## src/rtl/load_align_unit.sv

```systemverilog
// load_align_unit: RISC-V style load alignment unit.
// Turns a byte-addressed load (LB/LH/LW/LD/LBU/LHU/LWU) into one or two aligned
// memory reads, then shifts, truncates and sign/zero-extends the returned data.
// Optional feature macro: MISALIGN_SPLIT_EN. When defined, misaligned loads are
// serviced (two beats when the access crosses a word boundary). When undefined,
// any misaligned load is answered immediately with rsp_misalign and no memory access.
module load_align_unit #(
    parameter int unsigned XLEN = 32
) (
    input  logic            clk,
    input  logic            rst,
    input  logic            req_valid,
    output logic            req_ready,
    input  logic [2:0]      req_funct3,
    input  logic [XLEN-1:0] req_addr,
    output logic            mem_req_valid,
    input  logic            mem_req_ready,
    output logic [XLEN-1:0] mem_addr,
    input  logic            mem_rvalid,
    input  logic [XLEN-1:0] mem_rdata,
    output logic            rsp_valid,
    input  logic            rsp_ready,
    output logic [XLEN-1:0] rsp_data,
    output logic            rsp_misalign,
    output logic            rsp_illegal
);

    localparam int unsigned NBYTES = XLEN / 8;
    localparam int unsigned OFFW   = $clog2(NBYTES);

    typedef enum logic [2:0] {
        IDLE  = 3'd0,
        REQ0  = 3'd1,
        WAIT0 = 3'd2,
        REQ1  = 3'd3,
        WAIT1 = 3'd4,
        RESP  = 3'd5
    } state_e;

    state_e state_q, state_d;

    // Latched request and first returned beat
    logic [2:0]      funct3_q;
    logic [XLEN-1:0] addr_q;
    logic [XLEN-1:0] beat0_q;

    // Registered outputs and their next values
    logic            mem_req_valid_q, mem_req_valid_d;
    logic [XLEN-1:0] mem_addr_q, mem_addr_d;
    logic            rsp_valid_q, rsp_valid_d;
    logic [XLEN-1:0] rsp_data_q, rsp_data_d;
    logic            rsp_misalign_q, rsp_misalign_d;
    logic            rsp_illegal_q, rsp_illegal_d;

    // Decode helpers
    logic            req_illegal_c;
    logic            req_misalign_c;
    logic            crossing_c;
    logic [OFFW-1:0] off_q;
    logic [XLEN-1:0] req_base_c;
    logic [XLEN-1:0] addr_base_c;

    // Shift the beat pair down by the byte offset, keep size bytes, then extend
    function automatic logic [XLEN-1:0] align_load(
        input logic [XLEN-1:0] b1,
        input logic [XLEN-1:0] b0,
        input logic [OFFW-1:0] off,
        input logic [2:0]      f3
    );
        logic [XLEN-1:0] low;
        logic [XLEN-1:0] mask;
        logic            sbit;
        logic            sext;
        int unsigned     nbits;
        low   = XLEN'({b1, b0} >> {off, 3'b000});
        nbits = 32'd8 << f3[1:0];
        case (f3[1:0])
            2'd0:    sbit = low[7];
            2'd1:    sbit = low[15];
            2'd2:    sbit = low[31];
            default: sbit = low[XLEN-1];
        endcase
        sext = !f3[2] && (nbits < XLEN);
        mask = (nbits >= XLEN) ? {XLEN{1'b1}} : ((XLEN'(1) << nbits) - XLEN'(1));
        return (low & mask) | (~mask & {XLEN{sext & sbit}});
    endfunction

    // Illegal encodings: 111 always, LD/LWU only exist on a 64-bit datapath
    assign req_illegal_c = (req_funct3 == 3'b111) ||
                           ((XLEN == 32) && ((req_funct3 == 3'b011) || (req_funct3 == 3'b110)));

    assign off_q       = addr_q[OFFW-1:0];
    assign req_base_c  = {req_addr[XLEN-1:OFFW], {OFFW{1'b0}}};
    assign addr_base_c = {addr_q[XLEN-1:OFFW], {OFFW{1'b0}}};

`ifdef MISALIGN_SPLIT_EN
    // Misaligned loads are legal; a second beat is needed when the bytes spill over
    assign req_misalign_c = 1'b0;
    assign crossing_c     = (32'(off_q) + (32'd1 << funct3_q[1:0])) > NBYTES;
`else
    // Offset must be a multiple of the access size; nothing ever crosses a word
    assign req_misalign_c = (32'(req_addr[OFFW-1:0]) &
                             ((32'd1 << req_funct3[1:0]) - 32'd1)) != 32'd0;
    assign crossing_c     = 1'b0;
`endif

    // State register
    always_ff @(posedge clk) begin
        if (rst) begin
            state_q <= IDLE;
        end else begin
            state_q <= state_d;
        end
    end

    // Next-state logic
    always_comb begin
        state_d = state_q;
        unique case (state_q)
            IDLE: begin
                if (req_valid) begin
                    state_d = (req_illegal_c || req_misalign_c) ? RESP : REQ0;
                end
            end
            REQ0: begin
                if (mem_req_ready) state_d = WAIT0;
            end
            WAIT0: begin
                if (mem_rvalid) state_d = crossing_c ? REQ1 : RESP;
            end
            REQ1: begin
                if (mem_req_ready) state_d = WAIT1;
            end
            WAIT1: begin
                if (mem_rvalid) state_d = RESP;
            end
            RESP: begin
                if (rsp_ready) state_d = IDLE;
            end
            default: state_d = IDLE;
        endcase
    end

    // Output next values: memory request follows the next state, response is built on entry to RESP
    always_comb begin
        mem_req_valid_d = 1'b0;
        mem_addr_d      = mem_addr_q;
        rsp_valid_d     = (state_d == RESP);
        rsp_data_d      = rsp_data_q;
        rsp_misalign_d  = rsp_misalign_q;
        rsp_illegal_d   = rsp_illegal_q;

        if (state_d == REQ0) begin
            mem_req_valid_d = 1'b1;
            mem_addr_d      = (state_q == IDLE) ? req_base_c : addr_base_c;
        end
        if (state_d == REQ1) begin
            mem_req_valid_d = 1'b1;
            mem_addr_d      = addr_base_c + XLEN'(NBYTES);
        end

        if ((state_d == RESP) && (state_q != RESP)) begin
            case (state_q)
                IDLE: begin
                    rsp_data_d     = '0;
                    rsp_illegal_d  = req_illegal_c;
                    rsp_misalign_d = !req_illegal_c;
                end
                WAIT0: begin
                    rsp_data_d     = align_load('0, mem_rdata, off_q, funct3_q);
                    rsp_illegal_d  = 1'b0;
                    rsp_misalign_d = 1'b0;
                end
                WAIT1: begin
                    rsp_data_d     = align_load(mem_rdata, beat0_q, off_q, funct3_q);
                    rsp_illegal_d  = 1'b0;
                    rsp_misalign_d = 1'b0;
                end
                default: begin
                    rsp_data_d = rsp_data_q;
                end
            endcase
        end
    end

    // Output registers
    always_ff @(posedge clk) begin
        if (rst) begin
            mem_req_valid_q <= 1'b0;
            mem_addr_q      <= '0;
            rsp_valid_q     <= 1'b0;
            rsp_data_q      <= '0;
            rsp_misalign_q  <= 1'b0;
            rsp_illegal_q   <= 1'b0;
        end else begin
            mem_req_valid_q <= mem_req_valid_d;
            mem_addr_q      <= mem_addr_d;
            rsp_valid_q     <= rsp_valid_d;
            rsp_data_q      <= rsp_data_d;
            rsp_misalign_q  <= rsp_misalign_d;
            rsp_illegal_q   <= rsp_illegal_d;
        end
    end

    // Request latch and first-beat capture
    always_ff @(posedge clk) begin
        if (rst) begin
            funct3_q <= '0;
            addr_q   <= '0;
            beat0_q  <= '0;
        end else begin
            if ((state_q == IDLE) && req_valid) begin
                funct3_q <= req_funct3;
                addr_q   <= req_addr;
            end
            if ((state_q == WAIT0) && mem_rvalid) begin
                beat0_q <= mem_rdata;
            end
        end
    end

    assign req_ready     = (state_q == IDLE) && !rst;
    assign mem_req_valid = mem_req_valid_q;
    assign mem_addr      = mem_addr_q;
    assign rsp_valid     = rsp_valid_q;
    assign rsp_data      = rsp_data_q;
    assign rsp_misalign  = rsp_misalign_q;
    assign rsp_illegal   = rsp_illegal_q;

endmodule

```

## config.mk

```make
export PLATFORM = sky130hd
export DESIGN_NAME = load_align_unit
export DESIGN_NICKNAME = d
export VERILOG_FILES = /design/src/rtl/load_align_unit.sv
export SDC_FILE = /design/constraint.sdc
export NUM_CORES = 1
export LEC_CHECK = 0
export ABC_AREA = 1
export BUFFER_PORTS_ARGS = -buffer_cell sky130_fd_sc_hd__buf_2
export CAP_MARGIN = 20
export CORE_AREA = 2 2 160 162
export CTS_BUF_LIST = sky130_fd_sc_hd__clkbuf_8 sky130_fd_sc_hd__clkbuf_16
export DETAILED_ROUTE_END_ITERATION = 10
export DIE_AREA = 0 0 162 164
export SYNTH_ARGS = -nofsm -noshare
export SYNTH_HDL_FRONTEND = slang
export SYNTH_SLANG_ARGS = --single-unit
```

## constraint.sdc

```tcl
create_clock -name clk -period 6.1 [get_ports clk]
set_input_delay 0.305 -clock clk [delete_from_list [all_inputs] [get_ports clk]]
set_output_delay 0.305 -clock clk [all_outputs]
set_load 0.05 [all_outputs]
```

* Word level (Yosys, flattened, before mapping)
Cells that the tools add are included.
Cells by class: order comparisons 2, bitwise logic cells 10, eq/ne operators 13, add/subtract/negate cells 3, reduce and logical (&&, ||, !) cells 20, shift operators 5, mux-type cells 22
Operators by type and width (count):
- 32-bit bitwise AND | 4
- 32-bit two-way mux | 4
- 32-bit one-hot mux with 3 select lines | 1
- 32-bit bitwise OR | 2
- 64-bit by 5-bit >> shifter with 32-bit output | 1
- 32-bit by 1-bit subtractor with 32-bit output, second input constant | 2
- 32-bit by 3-bit adder with 32-bit output, second input constant | 1
- 2-bit by 32-bit bitwise AND with 32-bit output | 1
- 32-bit by 6-bit greater-or-equal comparator with 1-bit output, second input constant | 1
- 32-bit by 6-bit < comparator with 1-bit output, second input constant | 1
- 32-bit inverter | 1
- 32-bit nonzero test | 1
- 1-bit by 2-bit << shifter with 32-bit output, first input constant | 1
- 1-bit by 32-bit << shifter with 32-bit output, first input constant | 1
- 4-bit by 2-bit << shifter with 32-bit output, first input constant | 1
- 32-bit by 5-bit >> shifter with 32-bit output | 1
- 3-bit two-way mux | 6
- 3-bit equality test, second input constant | 5
- 3-bit one-hot mux with 5 select lines | 1
- 3-bit by 2-bit equality test with 1-bit output, second input constant | 4
- 1-bit one-hot mux with 2 select lines | 4
- 3-bit by 1-bit equality test with 1-bit output, second input constant | 2
- 1-bit two-way mux | 6
- 1-bit logical AND | 5
- other kinds (11) | 18
Storage, ports and cells: output and inout port bits 69, word-level logic and storage cells 85, input bits 73, register bits 138

* Longest topological paths before layout
word-level depth 15, depth in mapped cells 15, mapped depth without buffers 13

* Worst setup path before layout
No wires, ideal clock.
path type flip-flop to flip-flop, start register funct3_q[1], end register rsp_data_q[21] (netlist: rsp_data[21]), clock period less this slack 2036 ps, cell stages (with the launch flop) 14, slack 4064 ps, path buffers 3, arrival time 1980 ps, library setup time 56 ps, data required time 6044 ps, cell sequence dfxtp_1 buf_2 nor2_1 inv_1 clkbuf_1 ha_1 a21boi_0 nand2_1 nand2_1 buf_2 nand2_1 nand3_1 nand2_1 inv_1
On the way: cells in the longest elaborated chain, start to end 8, elaborated cells between the ends (all ways) 25, classes of those cells 1 x add/sub; 2 x order compare; 1 x eq/ne; 2 x shift; 8 x mux; 9 x bitwise; 2 x reduce/logical
RTL lines:
- start: declaration | line 43 | logic [2:0] funct3_q;
- start signal: assignment | line 213 | funct3_q <= req_funct3;
- 4-bit by 2-bit << shifter with 32-bit output (tied with other cells) | line 76 | nbits = 32'd8 << f3[1:0];
- 1-bit by 32-bit << shifter with 32-bit output / 1-bit one-hot mux with 2 select lines (equally long branches) | line 84, 77
- 32-bit by 1-bit subtractor with 32-bit output / 1-bit two-way mux (equally long branches) | line 84, 163
- 32-bit two-way mux / 1-bit two-way mux (equally long branches) | line 84, 162
- 32-bit inverter / 1-bit bitwise AND (equally long branches) | line 85 | return (low & mask) | (~mask & {XLEN{sext & sbit}});
- 32-bit bitwise AND | line 85
- 32-bit bitwise OR | line 85
- 32-bit one-hot mux with 3 select lines * | line 163 | case (state_q)
- end signal: assignment | line 199 | rsp_data_q <= rsp_data_d;
- end: declaration | line 51 | logic [XLEN-1:0] rsp_data_q, rsp_data_d;
Every way passes the cells marked *; elsewhere a longest branch is shown, timed or not. The select of a mux whose other input is x is not followed. A chain may end at the register's enable or synchronous reset.

* Worst setup path after layout
start register addr_q[1], end register rsp_data_q[22] (netlist: rsp_data[22])
On the way: cells in the longest elaborated chain, start to end 8, elaborated cells between the ends (all ways) 17, classes of those cells 2 x shift; 7 x mux; 8 x bitwise
RTL lines:
- start: declaration | line 44 | logic [XLEN-1:0] addr_q;
- start signal: assignment | line 214 | addr_q <= req_addr;
- 64-bit by 5-bit >> shifter with 32-bit output / 32-bit by 5-bit >> shifter with 32-bit output (equally long branches) | line 75 | low = XLEN'({b1, b0} >> {off, 3'b000});
- 1-bit one-hot mux with 2 select lines | line 77 | case (f3[1:0])
- 1-bit two-way mux | line 163
- 1-bit two-way mux | line 162 | if ((state_d == RESP) && (state_q != RESP)) begin
- 1-bit bitwise AND | line 85
- 32-bit bitwise AND | line 85
- 32-bit bitwise OR | line 85
- 32-bit one-hot mux with 3 select lines * | line 163
Marks and branches as above.

==> results.tsv <==
metric	value	unit
ctsResizeCount	0	
die_h	164	um
postSynthCellCount	1374	
post_drt_via_cell_ratio	5.14	
htreeDepth	4	
area_growth	15.8	%
synth_top_area_share	31.9	%
io_pins	142	
ys_seq_elements	136	
die-area	26600	sq um
fmax	297	MHz
dp_hpwl	20800	um
numCtsBuffers	17	
rsz0062_at_grt	false	
reg2reg_to	rsp_data[22]$_SDFFE_PP0P_	
synth_cell_types	42	
setup_viol	0	
critPathKind	reg -> reg	
vias	9247	
critPathLaunch	addr_q[1]$_SDFFE_PP0P_	
finalClockSkew	23.8	ps
hold_slack	139	ps
dr.pass1.iters	5	
multi_input_area	4860	sq um
pre_cts_ws	2850	ps
regArea	2730	sq um
grt_pass1_vias	8754	
vdd_drop_max	0.208	mV
tns	0	ps
gp_congestion	0.947	
status	complete, no violations	
min_period	3370	ps
cp.arrival	3760	ps
placed_cells	1763	
r2r_cells	11	
routed_wl	29200	um
clock_sinks	136	
critPathLaunchType	flip-flop	
hold-path-cell-count	3	
min_period_over_period	55.2	%
final_hold_viol_count	0	
fp-row-count	58	
cts_tree	built	
synth.avg_cell_area	6.21	sq um
io_buffers	139	
cts_buffer_depth	2	
yosysSeqAreaShare	31.9	%
slew_headroom	27.8	%
synth_area_leaders	dfxtp_1 (32%), nand2_1 (17%), o21ai_0 (8.3%)	
ys.flop_type	dfxtp_1	
n_fill_cell	2739	
critPathRequiredTime	6490	ps
worst_slew_pin_slew	1080	ps
max_cap_violations	0	
nets	1529	
grt_start_max_net_pins	69	
final_cell_count_no_fill	1798	
start_util	34.4	%
grt_util_all_layers	22.2	%
drive_gt1_share	16.3	%
holdCritPathClass	in -> reg	
grt_antenna_before_repair	3	
initialDrtViolationCount	636	
ctsHoldBuffers	0	
power	3.60	mW
remaining_drc_errors	0	
yosys.cell_count.top_type	nand2_1	
cts.clk_slew.worst_paths	80	ps
gr-total-overflow	0	
synth_edf_count	0	
rrSetupSlack	2730	ps
postRouteAntennaNets	0	
wl_per_cell	16.3	um
min_to	addr_q[2]$_SDFFE_PP0P_	
syn_area	8540	sq um
r2r_start	addr_q[1]$_SDFFE_PP0P_	
finalWorstSetupSlack	2730	ps
p_leak	4.25	nW
hold_start	req_addr[2]	
insertion_delay	450	ps
crit_path_end_kind	flip-flop	
core_area	24800	sq um
drv_slew	0	
synth_top_cell_by_area	dfxtp_1	
synth_warnings	0	
grt_pass1_wl	46100	um
ys_top_cells_by_count	nand2_1 (378), o21ai_0 (142), dfxtp_1 (136), nor2_1 (135), inv_1 (125)	
powerDensity	364	nW/um^2
die_w	162	um
root_buffer	clkbuf_16	
postCtsSetupRepairBufs	0	
worstPathMaxFanout	64	
synth_async_sr_flop_share	0	%
==> power breakdown <==
group          switching [mW]  internal, mW  total (mW)
clock                   0.502         0.553        1.06
combinational            1.01         0.377        1.39
sequential              0.124          1.03        1.15
==> critical path, cell delays in order, from the launching register on <==
cell and delay [ps]:
dfxtp_2 1040, inv_1 590, buf_4 420, nand3_1 120
nand2_1 70, a21boi_0 220, nand2_1 100, nand2_1 400
nand2_1 120, nand3_1 100, nand2_1 60, inv_1 40
==> area by class of cell <==
cell class | instances | area share (%)
clock inverter | 15 | 1.76
inverter | 132 | 5.01
sequential | 136 | 27.6
antenna | 1 | 0.0253
multi-input combinational | 1018 | 49.2
clock buffer | 17 | 4.30
timing repair buffer | 149 | 8.00
tap | 330 | 4.18
==> stage by stage <==
| step | cell area [sq um] | util, % |
|---|---|---|
| floorplan | 8540 | - |
| global placement | 9250 | 37.3 |
| detailed placement | 9250 | 37.3 |
| CTS | 9850 | 39.7 |
| global route | 9890 | 39.8 |
| finish | 9890 | 39.8 |
==> layout by cell type (no fill, tap or decap), types with 7 or more instances in the layout <==
cell	netlist	layout
a211oi_1	19	19
a21oi_2	8	8
nand3_1	111	111
mux2i_1	8	8
inv_1	125	125
clkbuf_16	0	17
nand2_1	378	378
or2_2	12	12
a21oi_1	118	118
buf_4	9	8
buf_2	23	139
nor2_1	135	135
xor2_1	7	7
o211ai_1	9	9
nand4_1	8	8
nand3_2	10	10
o21ai_0	142	142
o21ai_1	12	12
o21bai_1	7	7
mux2_2	7	7
dfxtp_1	136	134
==> sequential cells by signal (all words and copies together) (netlist names) <==
name and cells:
state_q 3, rsp_illegal 1, beat0_q 32, funct3_q 3
mem_req_valid 1, rsp_valid 1, mem_addr 30, rsp_misalign 1
addr_q 32, rsp_data 32
==> logic make-up after synthesis <==
logic type | Yosys count | share of synthesized area (%)
adder cells (fa/ha/maj) | 2 | 0.293
flip-flops | 136 | 31.9
XOR/XNOR | 7 | 0.718
AO/OA/AOI/OAI | 323 | 20.6
other | 1 | 0.0439
AND/OR/NAND/NOR | 669 | 33.4
multiplexers | 15 | 1.86
buffers and inverters | 221 | 11.2
==> per-layer routing <==
metal | global-route usage, % | part of all wire, %
met1 | 26.4 | 42
met2 | 38.3 | 48
met3 | 3.69 | 5.5
met4 | 11.9 | 4.7
met5 | 0 | 0.092
==> worst max path at each step <==
stage / endpoint / slack (ps) / cells past startpoint
after global routing: rsp_data[22]$_SDFFE_PP0P_ / 2330 / 11
after CTS: rsp_data[22]$_SDFFE_PP0P_ / 2840 / 11
after global placement: rsp_data[22]$_SDFFE_PP0P_ / 2880 / 11
after floorplan: rsp_data[21]$_SDFFE_PP0P_ / 4060 / 13
after detailed placement: rsp_data[22]$_SDFFE_PP0P_ / 2850 / 11
final: rsp_data[22]$_SDFFE_PP0P_ / 2730 / 11
(Power assumes the default switching activity.)
